### src/rtl/tablero_pkg.sv
`default_nettype none
// ============================================================================
//  Module   : tablero_pkg
//  Purpose  : Shared board geometry, board bitmap type and controller
//             state encoding for the Connect Four datapath.
//  Revision : 1.0 - initial release
// ============================================================================
package tablero_pkg;

    localparam int ROWS      = 6;
    localparam int COLS      = 7;
    localparam int MAX_MOVES = ROWS * COLS;

    // One bit per cell, row 0 is the bottom of the board
    typedef logic [ROWS-1:0][COLS-1:0] board_t;

    typedef enum logic [2:0] {
        ST_WAIT  = 3'd0,
        ST_SCAN  = 3'd1,
        ST_PLACE = 3'd2,
        ST_CHECK = 3'd3,
        ST_END   = 3'd4
    } state_t;

endpackage
`default_nettype wire

### src/rtl/colocador_ficha.sv
`default_nettype none
// ============================================================================
//  Module   : colocador_ficha
//  Purpose  : Move-placement controller. Accepts a column, drops the current
//             player's piece into the lowest free row, keeps one occupancy
//             bitmap per player, alternates turns and ends the game on the
//             external win flag or on a full board.
//  Options  : PLAY_TIMEOUT_EN - forfeit the turn after TIMEOUT_CYCLES idle
//             cycles in WAIT; when undefined `timeout` is tied low.
//  Revision : 1.0 - initial release
// ============================================================================
module colocador_ficha
    import tablero_pkg::*;
#(
    parameter int rows           = ROWS,
    parameter int columns        = COLS,
    parameter int TIMEOUT_CYCLES = 100
) (
    input  logic                          clk,
    input  logic                          rst,
    input  logic                          col_valid,
    input  logic [2:0]                    col_sel,
    output logic                          col_ready,
    output logic                          col_err,
    output logic                          jugador,
    output logic [rows-1:0][columns-1:0]  board_j0,
    output logic [rows-1:0][columns-1:0]  board_j1,
    output logic [rows-1:0][columns-1:0]  board_chk,
    input  logic                          ganador_in,
    output logic                          game_over,
    output logic                          winner_valid,
    output logic                          winner,
    output logic                          draw,
    output logic                          timeout
);

    localparam int ROW_W      = (rows > 1) ? $clog2(rows) : 1;
    localparam int FULL_MOVES = rows * columns;

    state_t                       r_state;
    state_t                       w_next;
    logic [2:0]                   r_col;
    logic [ROW_W-1:0]             r_row;
    logic [5:0]                   r_moves;
    logic [rows-1:0][columns-1:0] w_occ;
    logic                         w_col_bad;
    logic                         w_cell_busy;
    logic                         w_accept;

    assign w_occ     = board_j0 | board_j1;
    assign board_chk = jugador ? board_j1 : board_j0;
    assign w_accept  = (r_state == ST_WAIT) && col_valid && !w_col_bad;

    // Reject out-of-range columns and columns whose top cell is taken
    always_comb begin
        w_col_bad = 1'b1;
        for (int c = 0; c < columns; c++) begin
            if (col_sel == 3'(c)) begin
                w_col_bad = w_occ[rows-1][c];
            end
        end
    end

    // Occupancy of the cell currently addressed by the scan pointer
    always_comb begin
        w_cell_busy = 1'b0;
        for (int r = 0; r < rows; r++) begin
            for (int c = 0; c < columns; c++) begin
                if ((r_row == ROW_W'(r)) && (r_col == 3'(c))) begin
                    w_cell_busy = w_occ[r][c];
                end
            end
        end
    end

    // State register
    always_ff @(posedge clk) begin
        if (rst) begin
            r_state <= ST_WAIT;
        end else begin
            r_state <= w_next;
        end
    end

    // Next-state decode and state-derived outputs
    always_comb begin
        w_next    = r_state;
        col_ready = 1'b0;
        game_over = 1'b0;
        unique case (r_state)
            ST_WAIT: begin
                col_ready = 1'b1;
                if (w_accept) begin
                    w_next = ST_SCAN;
                end
            end
            ST_SCAN: begin
                if (!w_cell_busy) begin
                    w_next = ST_PLACE;
                end
            end
            ST_PLACE: begin
                w_next = ST_CHECK;
            end
            ST_CHECK: begin
                // ganador_in is combinational from board_chk, already updated here
                if (ganador_in || (r_moves == 6'(FULL_MOVES))) begin
                    w_next = ST_END;
                end else begin
                    w_next = ST_WAIT;
                end
            end
            ST_END: begin
                game_over = 1'b1;
            end
            default: begin
                w_next = ST_WAIT;
            end
        endcase
    end

`ifdef PLAY_TIMEOUT_EN
    localparam int TO_W = $clog2(TIMEOUT_CYCLES + 1);
    logic [TO_W-1:0] r_to_cnt;
`else
    logic unused_timeout_cfg;
    assign unused_timeout_cfg = (TIMEOUT_CYCLES > 0);
    assign timeout            = 1'b0;
`endif

    // Datapath: request latch, row scan, bitmaps, move counter, turn and result flags
    always_ff @(posedge clk) begin
        if (rst) begin
            col_err      <= 1'b0;
            r_col        <= '0;
            r_row        <= '0;
            r_moves      <= '0;
            board_j0     <= '0;
            board_j1     <= '0;
            jugador      <= 1'b0;
            winner_valid <= 1'b0;
            winner       <= 1'b0;
            draw         <= 1'b0;
`ifdef PLAY_TIMEOUT_EN
            timeout      <= 1'b0;
            r_to_cnt     <= '0;
`endif
        end else begin
            col_err <= 1'b0;
`ifdef PLAY_TIMEOUT_EN
            timeout <= 1'b0;
            // Holding the counter at zero outside WAIT clears it on re-entry
            if (r_state != ST_WAIT) begin
                r_to_cnt <= '0;
            end
`endif
            case (r_state)
                ST_WAIT: begin
                    if (col_valid && w_col_bad) begin
                        col_err <= 1'b1;
                    end else if (col_valid) begin
                        r_col <= col_sel;
                        r_row <= '0;
                    end
`ifdef PLAY_TIMEOUT_EN
                    // An accepted request in the expiry cycle takes priority
                    if (w_accept) begin
                        r_to_cnt <= '0;
                    end else if (r_to_cnt == TO_W'(TIMEOUT_CYCLES - 1)) begin
                        timeout  <= 1'b1;
                        jugador  <= ~jugador;
                        r_to_cnt <= '0;
                    end else begin
                        r_to_cnt <= r_to_cnt + TO_W'(1);
                    end
`endif
                end
                ST_SCAN: begin
                    // A free row exists: the top cell was checked on acceptance
                    if (w_cell_busy) begin
                        r_row <= r_row + ROW_W'(1);
                    end
                end
                ST_PLACE: begin
                    for (int r = 0; r < rows; r++) begin
                        for (int c = 0; c < columns; c++) begin
                            if ((r_row == ROW_W'(r)) && (r_col == 3'(c))) begin
                                if (jugador) begin
                                    board_j1[r][c] <= 1'b1;
                                end else begin
                                    board_j0[r][c] <= 1'b1;
                                end
                            end
                        end
                    end
                    r_moves <= r_moves + 6'd1;
                end
                ST_CHECK: begin
                    if (ganador_in) begin
                        winner_valid <= 1'b1;
                        winner       <= jugador;
                    end else if (r_moves == 6'(FULL_MOVES)) begin
                        draw <= 1'b1;
                    end else begin
                        jugador <= ~jugador;
                    end
                end
                default: begin
                end
            endcase
        end
    end

endmodule
`default_nettype wire

### config.mk
export PLATFORM = sky130hd
export DESIGN_NAME = colocador_ficha
export DESIGN_NICKNAME = d
export VERILOG_FILES = /design/src/rtl/tablero_pkg.sv /design/src/rtl/colocador_ficha.sv
export SDC_FILE = /design/constraint.sdc
export NUM_CORES = 1
export LEC_CHECK = 0
export CAP_MARGIN = 20
export CORE_MARGIN = 10
export CORE_UTILIZATION = 52
export DETAILED_ROUTE_END_ITERATION = 8
export PLACE_DENSITY = 0.84
export SYNTH_ARGS = -nofsm -noshare
export SYNTH_HDL_FRONTEND = slang
export SYNTH_SLANG_ARGS = --single-unit
### constraint.sdc
create_clock -name clk -period 5.52 [get_ports clk]
set_input_delay 0.552 -clock clk [delete_from_list [all_inputs] [get_ports clk]]
set_output_delay 0.552 -clock clk [all_outputs]
set_load 0.01 [all_outputs]
==> Implementation_results.wiki <==
{| class="wikitable"
! Metric !! Value
|-
| Sum Neg Setup Slack || 0 ns
|-
| Routability cong. || 0.923
|-
| Area grow syn2layout || 33.6%
|-
| FF-to-FF Start || r_col[0]
|-
| Total via count in the routed design || just over 5k
|-
| Slowest CP cell || dfxtp_1
|-
| Clock Sinks || about 100
|-
| Worst IR drop on VDD || roughly 130 uV
|-
| TritonCTS Buffers || 9
|-
| Row count || 35
|-
| Largest net degree at the start of global routing || 60
|-
| Critical path endpoint category || flop
|-
| Post-synthesis sequential area ratio || 42.0%
|-
| Number of hold-repair buffers added at the cts stage || 0
|-
| HP Start || draw
|-
| Mean routed wirelength per cell || 20.1 um
|-
| Initial core utilization || a little over half
|-
| Antenna viol nets, final || 0
|-
| Data arrival time of the worst path || between 3 and 4 ns
|-
| Hold Path Class || reg -> reg
|-
| Global router's overall resource usage || 23.9%
|-
| Violation count after the first detailed-route iteration || 388
|-
| Maximum net fanout on the critical path || 27
|-
| Number of slew-limit violations in the final report || 0
|-
| Leakage power summed over all cells || 2.36 nW
|-
| Clock tree from TritonCTS || done
|-
| First-pass iteration count of the detailed router || 5
|-
| Number of distinct library cell variants in the gate-level netlist after synthesis || 57
|-
| Number of logic stages on the critical path including buffering || 9
|-
| Antenna diode instance count || 0
|-
| Pin slew with the least headroom to its limit || 0.950 ns
|-
| Synth Warn # || 0
|-
| Capture instance of the worst register-to-register path || r_row[1]
|-
| Number of design rule violations left after detail routing || 0
|-
| Outcome || finished, final reports clean
|-
| Worst path top cell family by delay || compound AO/OA/AOI/OAI gates
|-
| Count of final hold-check violations || 0
|-
| Critical path buffer and inverter count || 1
|-
| Unrepaired setup endpoints after global routing || no
|-
| Setup Crit Path Kind || reg -> reg
|-
| Clock latency at the later pin of the worst-skew pair || around 0.37 ns
|-
| Power per standard cell area || 217 nW/um2
|-
| CORE AREA || ~9300 um2
|-
| Number of gates given a new drive strength after cts || 0
|-
| Proportion of layout cells with a drive suffix above 1 || 10.4%
|-
| Maximum buffer depth of the clock tree || 2
|-
| Count of buffers added by post-CTS timing repair for setup || 0
|-
| Asr flop ratio synth || 0%
|-
| Detailed-route vias per instance || just under 6
|-
| Post-synthesis instance total || 609
|-
| Req. time, crit path || roughly 5.8 ns
|-
| WHS Endpoint || draw
|-
| Number of nets in the synthesized netlist || approximately 620
|-
| Fin nets || roughly 740
|-
| Crit start category || flop
|-
| Vertical extent of the die || around 120 um
|-
| Most common flop cell mapped by yosys || dfxtp_1
|-
| Number of cells on the worst hold path || 2
|-
| Worst relative slew slack || between 30% and 40%
|-
| Number of global-route vias before repair || 4976
|-
| Antenna violations before repair || 0
|-
| Global-route wire length before repair || between 20000 and 30000 um
|-
| Reg2reg setup slack || between 2 and 2.5 ns
|-
| Top achievable clock speed || 0.303 GHz
|-
| Number of synthesized flops with an enable pin || 0
|-
| Number of buffers inserted by port buffering || about 140
|-
| Number of top-level pins || 141
|-
| Die extent in x || roughly 120 um
|-
| Worst path max stage delay || approximately 0.66 ns
|-
| Number of register bits inferred by synthesis || 104
|-
| Cell Chain, Critical Path || buf_4 > or3b_4 > o32ai_2 > a222oi_1 > or4_1 > a211o_1 > o211ai_2 > o2111ai_1 > o41ai_1
|-
| Average instance area after synthesis || slightly above 8 um2
|-
| # setup viols final || 0
|-
| Worst clock skew on the final layout || between 0.008 and 0.009 ns
|-
| Clock period minus final worst setup slack || approximately 3.3 ns
|-
| Clock tree root driver cell || clkbuf_8
|-
| Total wire length after detailed routing || around 17000 um
|-
| Half-perimeter wire length after detailed placement || ~13000 um
|-
| DIE AREA || 13800 um2
|-
| Reg2reg path depth || 9
|-
| GR Overflow Total || 0
|-
| Number of violations of the max-capacitance limit || 0
|-
| Final critical-path share of the clock period || about three fifths
|-
| Total power || 1.44 mW
|-
| Clock slew at the register clock pins of the worst setup and hold paths || approximately 0.10 ns
|-
| H-tree level count || 3
|-
| Synthesized cell area || roughly 5000 um2
|}
-- cells in the final DEF, fill, tap and decap left out, types with 6 or more instances in the layout --
master	netlist	routed
nor2_1	145	145
clkdlybuf4s50_1	0	138
dfxtp_1	104	103
a21oi_1	91	91
mux2_2	42	42
o21ai_0	18	18
nor3_1	16	16
nand2_1	15	15
inv_1	9	9
nand2b_1	9	9
clkbuf_8	0	9
a31oi_1	8	8
nand3_1	8	8
ha_1	7	7
buf_4	1	7
a211oi_1	6	6
o22ai_1	6	6
-- tightest hold or removal path: cells and delay by family (launching register included) --
family           cells  cell delay, ns
AO/OA/AOI/OAI        1            0.05
AND/OR/NAND/NOR      1            0.07
flip-flops           1            0.34
-- stage by stage --
stage               setup WS, ns  hold slack, ns  area [um2]  utilization (%)  instances
floorplan                   3.20           0.466        4960                -        609
global placement            2.46           0.441        6390             68.8        840
detailed placement          2.32           0.463        6400             69.0        842
CTS                         2.27           0.496        6610             71.2        858
global route                2.03           0.526        6630             71.4        859
finish                      2.21           0.491        6630             71.4        859
-- synthesized netlist by cell type, types with 3 or more instances --
library cell	count	area share, %
xor2_1	3	0.53
o41ai_1	3	0.53
buf_2	4	0.40
ha_1	7	1.8
o22ai_1	6	0.76
nor2_1	145	11
clkbuf_1	34	2.6
and2_1	5	0.63
and3_1	3	0.38
nor3_1	16	1.6
buf_1	4	0.30
nor4b_1	4	0.71
nand3b_1	4	0.61
o21a_1	3	0.45
xnor2_1	3	0.53
nand2b_1	9	1.1
nand2_1	15	1.1
a211oi_1	6	0.91
nor4_1	3	0.38
a21oi_1	91	9.2
nand3_1	8	0.81
nor2b_1	4	0.50
nor3b_1	5	0.76
o21ai_0	18	1.8
mux2i_1	3	0.61
dfxtp_1	104	42
a31oi_1	8	1.0
mux2_2	42	9.5
inv_1	9	0.68
nand4_1	3	0.38
-- power breakdown --
part	total, mW	leakage [nW]	internal, mW	switching [mW]
Sequential	0.782	0.839	0.759	0.0230
Combinational	0.161	1.41	0.0613	0.0998
Clock	0.497	0.103	0.218	0.279
Total	1.44	2.36	1.04	0.402
-- cell type report --
| type | instances | area [um2] |
|---|---|---|
| multi-input combinational | 453 | 2680 |
| fill | 764 | 2660 |
| sequential | 104 | 2080 |
| timing repair buffer | 148 | 1470 |
| tap | 129 | 161 |
| clock buffer | 10 | 128 |
| clock inverter | 6 | 76.3 |
| inverter | 9 | 33.8 |
-- state kept, by name, indices dropped and copies added, names as in the netlist --
register	count
r_moves	6
r_state	3
board_j1	42
jugador	1
winner_valid	1
board_j0	42
r_row	3
winner	1
col_err	1
r_col	3
draw	1
-- layer usage --
layer / share of wire, % / vias up / global-route usage [%]
met1: 43 / 2427 / 29.7
met5: 0 / - / 0
li1: - / 2374 / -
met3: 7.8 / 25 / 7.34
met4: 1.7 / 0 / 6.65
met2: 47 / 207 / 39.0
-- worst max-delay path by stage --
stage	slack, ns	from	endpoint
2_1_floorplan	3.20	r_col[2]	r_row[2]
3_3_place_gp	2.46	r_col[0]	r_row[2]
3_5_place_dp	2.32	r_col[0]	r_row[1]
4_1_cts	2.27	r_col[0]	r_row[1]
5_1_grt	2.03	r_col[2]	r_row[2]
6_report	2.21	r_col[0]	r_row[1]
-- cell families after synthesis --
kind of cell,after synthesis,synth area share [%]
other,1,0.0756
and+or+nand+nor,236,21.9
buffers and inverters,52,4.11
xor gates and xnor gates,6,1.06
AOI/OAI and AO/OA,158,19.0
adders and majority gates,7,1.76
muxes,45,10.1
DFF,104,42.0
Note: power is estimated with default switching activity, not from simulation.
